### src/rtl/powlib_ipmaxi.sv
`default_nettype none
//------------------------------------------------------------------------------
// Module   : powlib_ipmaxi
// Purpose  : AXI4-Lite master bridge. Takes single-beat powlib requests from
//            the crossbar and issues them as AXI4-Lite writes or reads; read
//            data returns to the requester as a powlib write to the return
//            address carried in the request. One transaction in flight.
// Revision : 1.0 - initial release
//------------------------------------------------------------------------------
`ifndef POWLIB_OPW
`define POWLIB_OPW 2
`endif

module powlib_ipmaxi #(
  parameter       ID       = "IPMAXI",
  parameter int   EDBG     = 0,
  parameter int   B_BPD    = 4,
  parameter int   B_AW     = 32,
  parameter int   OPW      = `POWLIB_OPW,
  parameter int   OP_WRITE = 0,
  parameter int   OP_READ  = 1,
  parameter int   B_DW     = 8*B_BPD,
  parameter int   B_BEW    = B_BPD,
  parameter int   B_WW     = B_DW+B_BEW+OPW
) (
  input  logic              clk,
  input  logic              rst,
  // Request side (from crossbar)
  input  logic [B_AW-1:0]   wraddr,
  input  logic [B_WW-1:0]   wrdata,
  input  logic              wrvld,
  output logic              wrrdy,
  // Response side (to crossbar)
  output logic [B_AW-1:0]   rdaddr,
  output logic [B_WW-1:0]   rddata,
  output logic              rdvld,
  input  logic              rdrdy,
  // AXI4-Lite write address
  output logic [B_AW-1:0]   awaddr,
  output logic              awvalid,
  input  logic              awready,
  // AXI4-Lite write data
  output logic [B_DW-1:0]   wdata,
  output logic [B_BEW-1:0]  wstrb,
  output logic              wvalid,
  input  logic              wready,
  // AXI4-Lite write response
  input  logic [1:0]        bresp,
  input  logic              bvalid,
  output logic              bready,
  // AXI4-Lite read address
  output logic [B_AW-1:0]   araddr,
  output logic              arvalid,
  input  logic              arready,
  // AXI4-Lite read data
  input  logic [B_DW-1:0]   rdata,
  input  logic [1:0]        rresp,
  input  logic              rvalid,
  output logic              rready,
  // Error counter
  output logic [7:0]        errcnt
);

  typedef enum logic [2:0] {
    S_IDLE    = 3'd0,
    S_WR_REQ  = 3'd1,
    S_WR_RESP = 3'd2,
    S_RD_REQ  = 3'd3,
    S_RD_DATA = 3'd4,
    S_RSP     = 3'd5
  } state_t;

  localparam logic [OPW-1:0]   c_op_write = OPW'(OP_WRITE);
  localparam logic [OPW-1:0]   c_op_read  = OPW'(OP_READ);
  localparam logic [B_BEW-1:0] c_be_all   = {B_BEW{1'b1}};

  // Debug prints are simulation-only and have no hardware; only sanity-check
  // the EDBG parameter at elaboration.
  if (EDBG != 0 && EDBG != 1) begin : g_edbg_chk
    $error("powlib_ipmaxi: EDBG must be 0 or 1");
  end

  state_t             r_state;
  logic               r_wrrdy;
  logic [B_AW-1:0]    r_addr;
  logic [B_DW-1:0]    r_wdata;
  logic [B_BEW-1:0]   r_wstrb;
  logic [B_AW-1:0]    r_rdaddr;
  logic [B_WW-1:0]    r_rddata;
  logic               r_rdvld;
  logic               r_awvalid;
  logic               r_wvalid;
  logic               r_bready;
  logic               r_arvalid;
  logic               r_rready;
  logic [7:0]         r_errcnt;

  // Unpack the request word: {op, be, data}.
  logic [B_DW-1:0]    w_req_data;
  logic [B_BEW-1:0]   w_req_be;
  logic [OPW-1:0]     w_req_op;
  logic               w_aw_done;
  logic               w_w_done;
  logic [7:0]         w_errcnt_inc;

  assign w_req_data   = wrdata[B_DW-1:0];
  assign w_req_be     = wrdata[B_DW +: B_BEW];
  assign w_req_op     = wrdata[B_WW-1 -: OPW];
  // A channel counts as done once its valid has been accepted (now or earlier).
  assign w_aw_done    = !r_awvalid || awready;
  assign w_w_done     = !r_wvalid  || wready;
  assign w_errcnt_inc = (r_errcnt == 8'hFF) ? r_errcnt : r_errcnt + 8'd1;

  // Transaction sequencer; every output is a register driven from here.
  always_ff @(posedge clk) begin
    if (rst) begin
      r_state   <= S_IDLE;
      r_wrrdy   <= 1'b0;
      r_addr    <= '0;
      r_wdata   <= '0;
      r_wstrb   <= '0;
      r_rdaddr  <= '0;
      r_rddata  <= '0;
      r_rdvld   <= 1'b0;
      r_awvalid <= 1'b0;
      r_wvalid  <= 1'b0;
      r_bready  <= 1'b0;
      r_arvalid <= 1'b0;
      r_rready  <= 1'b0;
      r_errcnt  <= 8'd0;
    end else begin
      case (r_state)
        S_IDLE: begin
          if (!r_wrrdy) begin
            // Guarantees one idle cycle after reset or a finished transaction.
            r_wrrdy <= 1'b1;
          end else if (wrvld) begin
            r_addr  <= wraddr;
            r_wdata <= w_req_data;
            r_wstrb <= w_req_be;
            if (w_req_op == c_op_write) begin
              r_state   <= S_WR_REQ;
              r_wrrdy   <= 1'b0;
              r_awvalid <= 1'b1;
              r_wvalid  <= 1'b1;
            end else if (w_req_op == c_op_read) begin
              r_state   <= S_RD_REQ;
              r_wrrdy   <= 1'b0;
              r_arvalid <= 1'b1;
              r_rdaddr  <= B_AW'(w_req_data);
            end else begin
              // Unknown op: swallow it and stay ready.
              r_errcnt <= w_errcnt_inc;
            end
          end
        end
        S_WR_REQ: begin
          if (r_awvalid && awready) r_awvalid <= 1'b0;
          if (r_wvalid  && wready)  r_wvalid  <= 1'b0;
          if (w_aw_done && w_w_done) begin
            r_state  <= S_WR_RESP;
            r_bready <= 1'b1;
          end
        end
        S_WR_RESP: begin
          if (bvalid) begin
            r_state  <= S_IDLE;
            r_bready <= 1'b0;
            if (bresp != 2'b00) r_errcnt <= w_errcnt_inc;
          end
        end
        S_RD_REQ: begin
          if (arready) begin
            r_state   <= S_RD_DATA;
            r_arvalid <= 1'b0;
            r_rready  <= 1'b1;
          end
        end
        S_RD_DATA: begin
          if (rvalid) begin
            // Error responses still forward their data to the requester.
            r_state  <= S_RSP;
            r_rready <= 1'b0;
            r_rdvld  <= 1'b1;
            r_rddata <= {c_op_write, c_be_all, rdata};
            if (rresp != 2'b00) r_errcnt <= w_errcnt_inc;
          end
        end
        S_RSP: begin
          if (rdrdy) begin
            r_state <= S_IDLE;
            r_rdvld <= 1'b0;
          end
        end
        default: begin
          r_state <= S_IDLE;
        end
      endcase
    end
  end

  assign wrrdy   = r_wrrdy;
  assign rdaddr  = r_rdaddr;
  assign rddata  = r_rddata;
  assign rdvld   = r_rdvld;
  assign awaddr  = r_addr;
  assign awvalid = r_awvalid;
  assign wdata   = r_wdata;
  assign wstrb   = r_wstrb;
  assign wvalid  = r_wvalid;
  assign bready  = r_bready;
  assign araddr  = r_addr;
  assign arvalid = r_arvalid;
  assign rready  = r_rready;
  assign errcnt  = r_errcnt;

endmodule

`default_nettype wire

### config.mk
export PLATFORM = sky130hd
export DESIGN_NAME = powlib_ipmaxi
export DESIGN_NICKNAME = d
export VERILOG_FILES = /design/src/rtl/powlib_ipmaxi.sv
export SDC_FILE = /design/constraint.sdc
export NUM_CORES = 1
export LEC_CHECK = 0
export CORE_ASPECT_RATIO = 1.25
export CORE_MARGIN = 1.5
export CORE_UTILIZATION = 25
export CTS_CLUSTER_DIAMETER = 150
export DETAILED_ROUTE_END_ITERATION = 10
export PLACE_DENSITY_LB_ADDON = 0.08
export REMOVE_ABC_BUFFERS = 1
export SKIP_LAST_GASP = 1
export SLEW_MARGIN = 5
export SYNTH_ARGS = -nofsm -noshare
export SYNTH_HDL_FRONTEND = slang
export SYNTH_SLANG_ARGS = --single-unit
### constraint.sdc
create_clock -name clk -period 2.07 [get_ports clk]
set_input_delay 0.621 -clock clk [delete_from_list [all_inputs] [get_ports clk]]
set_output_delay 0.621 -clock clk [all_outputs]
set_load 0.05 [all_outputs]
Word-level counts from Yosys, hierarchy flattened
Cells that the tools add are included.
{ "op_classes": {"add_sub_neg": 1, "multipliers": 0, "div_mod_pow": 0, "magnitude_cmp": 0, "eq_ne": 23, "shift": 0, "mux": 46, "bitwise": 1, "reduce_logical": 28} }
{ "op_table": {"columns": ["op", "count"], "rows": [
  ["8-bit 2-to-1 mux", 9],
  ["2-bit != test, second input constant", 15],
  ["3-bit 2-to-1 mux", 9],
  ["8-bit case mux with 3 select lines", 1],
  ["1-bit 2-to-1 mux", 20],
  ["3-bit case mux with 6 select lines", 1],
  ["5-bit AND reduction", 3],
  ["2-bit nonzero test", 7],
  ["1-bit case mux with 2 select lines", 6],
  ["3-bit AND reduction", 4],
  ["9-bit AND reduction", 1],
  ["8-bit by 1-bit adder with 8-bit output, second input constant", 1],
  ["8-bit equality test, second input constant", 1],
  ["8-bit AND reduction", 1],
  ["3-bit by 2-bit equality test with 1-bit output, second input constant", 2],
  ["3-bit equality test, second input constant", 2],
  ["6-bit AND reduction", 1],
  ["3-bit by 1-bit equality test with 1-bit output, second input constant", 1],
  ["1-bit logical AND", 3],
  ["3-bit logical NOT", 1],
  ["3-bit != test, second input constant", 1],
  ["3-bit nonzero test", 1],
  ["2-bit by 1-bit equality test with 1-bit output, second input constant", 1],
  ["1-bit logical NOT", 2],
  ["4 further kinds", 5]
]} }
{ "totals": {"register_bits": 151, "latchBits": 0, "ram_bits": 0, "mem_bits_ro": 0, "out_inout_bits": 185, "word_cells": 113, "mem_count": 0} }

Depth between registers and ports, before layout
{ "logic_depth": {"depth_word": 7, "mapped_depth": 8, "ltp_nobuf": 6} }

Least setup slack after synthesis
No wires, ideal clock.
{ "synth_timing": {"path_type": "flip-flop to flip-flop", "start": "register r_wrrdy (netlist: wrrdy)", "end": "register r_errcnt[3] (netlist: errcnt[3])", "setup_ns": 0.070, "arrival_time_ns": 1.865, "setup_slack_ns": 0.135, "path_stages_with_launch": 7, "path_buffers": 1, "path_cell_list": "dfxtp_1 > nand3b_4 > a221oi_2 > nand3_2 > buf_6 > or3_1 > a21oi_1"} }
{ "synth_via": {"elab_chain_len": 2} }
{ "synth_rtl": {"columns": ["element", "line", "text"], "rows": [
  ["start, declared", "84", "logic r_wrrdy;"],
  ["start signal, assigned", "118", "r_wrrdy <= 1'b0;"],
  ["start signal, assigned", "136", "r_wrrdy <= 1'b1;"],
  ["start signal, assigned", "143", "r_wrrdy <= 1'b0;"],
  ["2-bit != test (no source line)", null, null],
  ["9-bit AND reduction (no source line)", null, null],
  ["end signal, assigned", "153", "r_errcnt <= w_errcnt_inc;"],
  ["end signal, assigned", "169", "if (bresp != 2'b00) r_errcnt <= w_errcnt_inc;"],
  ["end signal, assigned", "186", "if (rresp != 2'b00) r_errcnt <= w_errcnt_inc;"],
  ["end, declared", "96", "logic [7:0] r_errcnt;"]
]} }
No other way between the ends.
A chain may end at the register's enable or synchronous reset.

Final worst setup path
{ "layout_timing": {"start": "input rvalid", "end": "register r_errcnt[5] (netlist: errcnt[5])"} }
{ "layout_via": {"elab_chain_len": 2} }
{ "layout_rtl": {"columns": ["element", "line", "text"], "rows": [
  ["start, declared", "58", "input logic rvalid,"],
  ["2-bit != test (no source line)", null, null],
  ["9-bit AND reduction (no source line)", null, null]
]} }
No other way between the ends.

==> flow_summary.toml <==
[power]
power_mw = 10.38
powerDensity_nw_per_um2 = 1125
p_leak_nw = 3.740
peakVddDrop_mv = 0.6069

[drt]
detail_route.vias_per_cell = 4.344
drt_iter0_drc = 203
drc = 26
antenna_left = 0
wl_um = 18800
vias = 5669
wl_per_cell_um = 14.40
first_pass_iters = 7

[cells_and_area]
fin_util_pct = 40.30
drive_gt1_share_pct = 25.27
layout_common_cells = "275 x nand2_1, 206 x buf_4, 151 x dfxtp_1"
nNetsFinal = 1120
layout.cells.non_filler = 1305
mostFrequentLayoutCell = "nand2_1"
nFillCells = 2417
diodes = 0
syn_to_final_growth_pct = 58.62

[sta]
holdWs_ns = 0.4513
fmax_mhz = 508.8
worst_pin_slew_ns = 0.5192
fin_crit_ns = 1.966
rsz0062_at_grt = "yes"
clock_skew_ns = 0.009530
hold_viol = 0
finalSetupTns_ns = 0
slew_viol_final = 0
setup_viol = 0
fin_crit_sh_pct = 94.95
slew_headroom_pct = 65.34

[synthesis]
synth_top_area_share_pct = 51.99
yosysSeqAreaShare_pct = 51.99
synth_edf_count = 0
yosys.area.top_type = "dfxtp_1"
ys_async_sr_fraction_pct = 0
netlist_instances = 739
synth_seq_cells = 151
syn_area_um2 = 5814
synthFlopType = "dfxtp_1"
synthTopCellsByArea = "dfxtp_1 52%, nand2_1 18%, a21oi_1 13%"
yosys_warnings = 0
syn_avg_cell_area_um2 = 7.868
synth.distinct_cells = 42

[floorplan]
core_area_um2 = 22880
placementRows = 62
die_x_um = 139.4
boundaryPins = 300
start_util_pct = 25.41
dieHeight_um = 173.5
die-area_um2 = 24190

[worst_setup_path]
reg2reg_to = "r_state[0]"
r2r-start = "r_state[2]"
cp-end-kind = "flop"
startpoint_type = "input port"
ff2ff_setup_slack_ns = 0.13
cp.required_ns = 2.42
critPathMaxFanout = 4
critical_path_arrival_ns = 2.32
r2r_cells = 7
crit_type = "input port to flop"

[hold_path]
min_to = "wdata[29]"
holdCritStartpoint = "wdata[29]"
hold_path.class = "flop to flop"
whs_path_depth = 2

[clock_network]
cts_root_buf = "clkbuf_16"
clock_path_buffers = 2
cts_tree = "yes"
clk_latency_ns = 0.42
cts.sinks = 151
htreeDepth = 4
cts_hold_buf = 0
cts_made_buffers = 17
clk_pin_slew_worst_paths_ns = 0.07

[global_routing]
grt.overflow.total = 0
grt_pass1_vias = 5476
grt_usage_pct = 15.47
antenna_found_initial = 0
grt_pass1_wl_um = 29970
grt_max_degree = 44

[placement]
gp_congestion = 0.6963
portBuffers = 297
placed_cells = 1272
dp_hpwl_um = 13270

[outcome]
violations = "design-rule violations"
status = "finished, violations left"

[flow_run]
maxCapViolCount = 0
timing repair:
action | CTS | global route
resized for setup | 3 | 3
pin swaps | 0 | 1
setup endpoints to repair | 3 | 4
buffers inserted | 0 | 1
flip-flops by register name, summed over array words and instances (netlist names):
register / flops
rddata: 33
araddr: 32
rdaddr: 32
wdata: 32
errcnt: 8
wstrb: 4
r_state: 3
arvalid: 1
awvalid: 1
bready: 1
rdvld: 1
rready: 1
wrrdy: 1
wvalid: 1
power by group:
group / total [mW] / internal, mW / leakage, nW / switching, mW
Combinational: 3.73 / 1.32 / 2.23 / 2.41
Clock: 3.18 / 1.85 / 0.291 / 1.33
Sequential: 3.47 / 3.21 / 1.22 / 0.261
final cells by class:
type                       instances  area, um^2  area share (%)
multi-input combinational        499        2321           25.17
tap                              288       360.3           3.907
sequential                       151        3023           32.78
clock buffer                      19       442.9           4.803
inverter                           3       11.26          0.1221
clock inverter                    13       157.7           1.709
timing repair buffer             332        2907           31.52
worst max-delay path by stage:
stage / cells after the start / from / slack (ns) / end
detailed placement: 7 / wrvld / -0.41 / errcnt[3]
CTS: 7 / wrvld / 0.03 / errcnt[3]
global route: 6 / rvalid / 0.0009 / errcnt[5]
floorplan: 5 / wrrdy / -2.81 / rdaddr[0]
global placement: 7 / wrvld / -0.40 / errcnt[3]
finish: 6 / rvalid / 0.10 / errcnt[5]
cell families after synthesis:
logic type               synth area share [%]
AND/OR/NAND/NOR                         23.15
adder cells (fa/ha/maj)                0.2152
flip-flops                              51.99
multiplexers                           0.5165
XOR/XNOR                               0.3013
buffers and inverters                   8.715
other                                 0.06450
AO/OA/AOI/OAI                           15.04
synth_stat cells, drive strengths merged, types with 3 or more instances:
library cell and n:
nor3 4, or3 5, mux2i 3, a21oi 146
nor2b 3, buf 49, clkbuf 38, nand3b 3
nand3 3, nor2 22, nand2 275, inv 3
dfxtp 151, o21ai 6
worst max-delay path, cell delays in order:
cell and delay, ns:
clkdlybuf4s50_1 0.48, a21oi_1 0.12, a221oi_4 0.32, nand3_2 0.14
or4_1 0.48, a21oi_1 0.15
layer usage:
layer  global-route usage, %  vias to the layer above  share of wire (%)
met3                   5.939                        8                9.6
met1                   19.07                     2565                 43
met2                   25.10                      200                 47
li1                        -                     2896                  -
met5                       0                        -                  0
met4                   4.300                        0               0.71
metrics by stage:
| stage | setup slack (ns) | cell area [um^2] |
|---|---|---|
| after global routing | 0.0009233 | 9223 |
| after detailed placement | -0.4078 | 8605 |
| final | 0.1045 | 9223 |
| after CTS | 0.02927 | 9201 |
| after global placement | -0.3974 | 8605 |
| after floorplan | -2.809 | 5323 |
No activity file was read; power rests on OpenSTA's default activity.
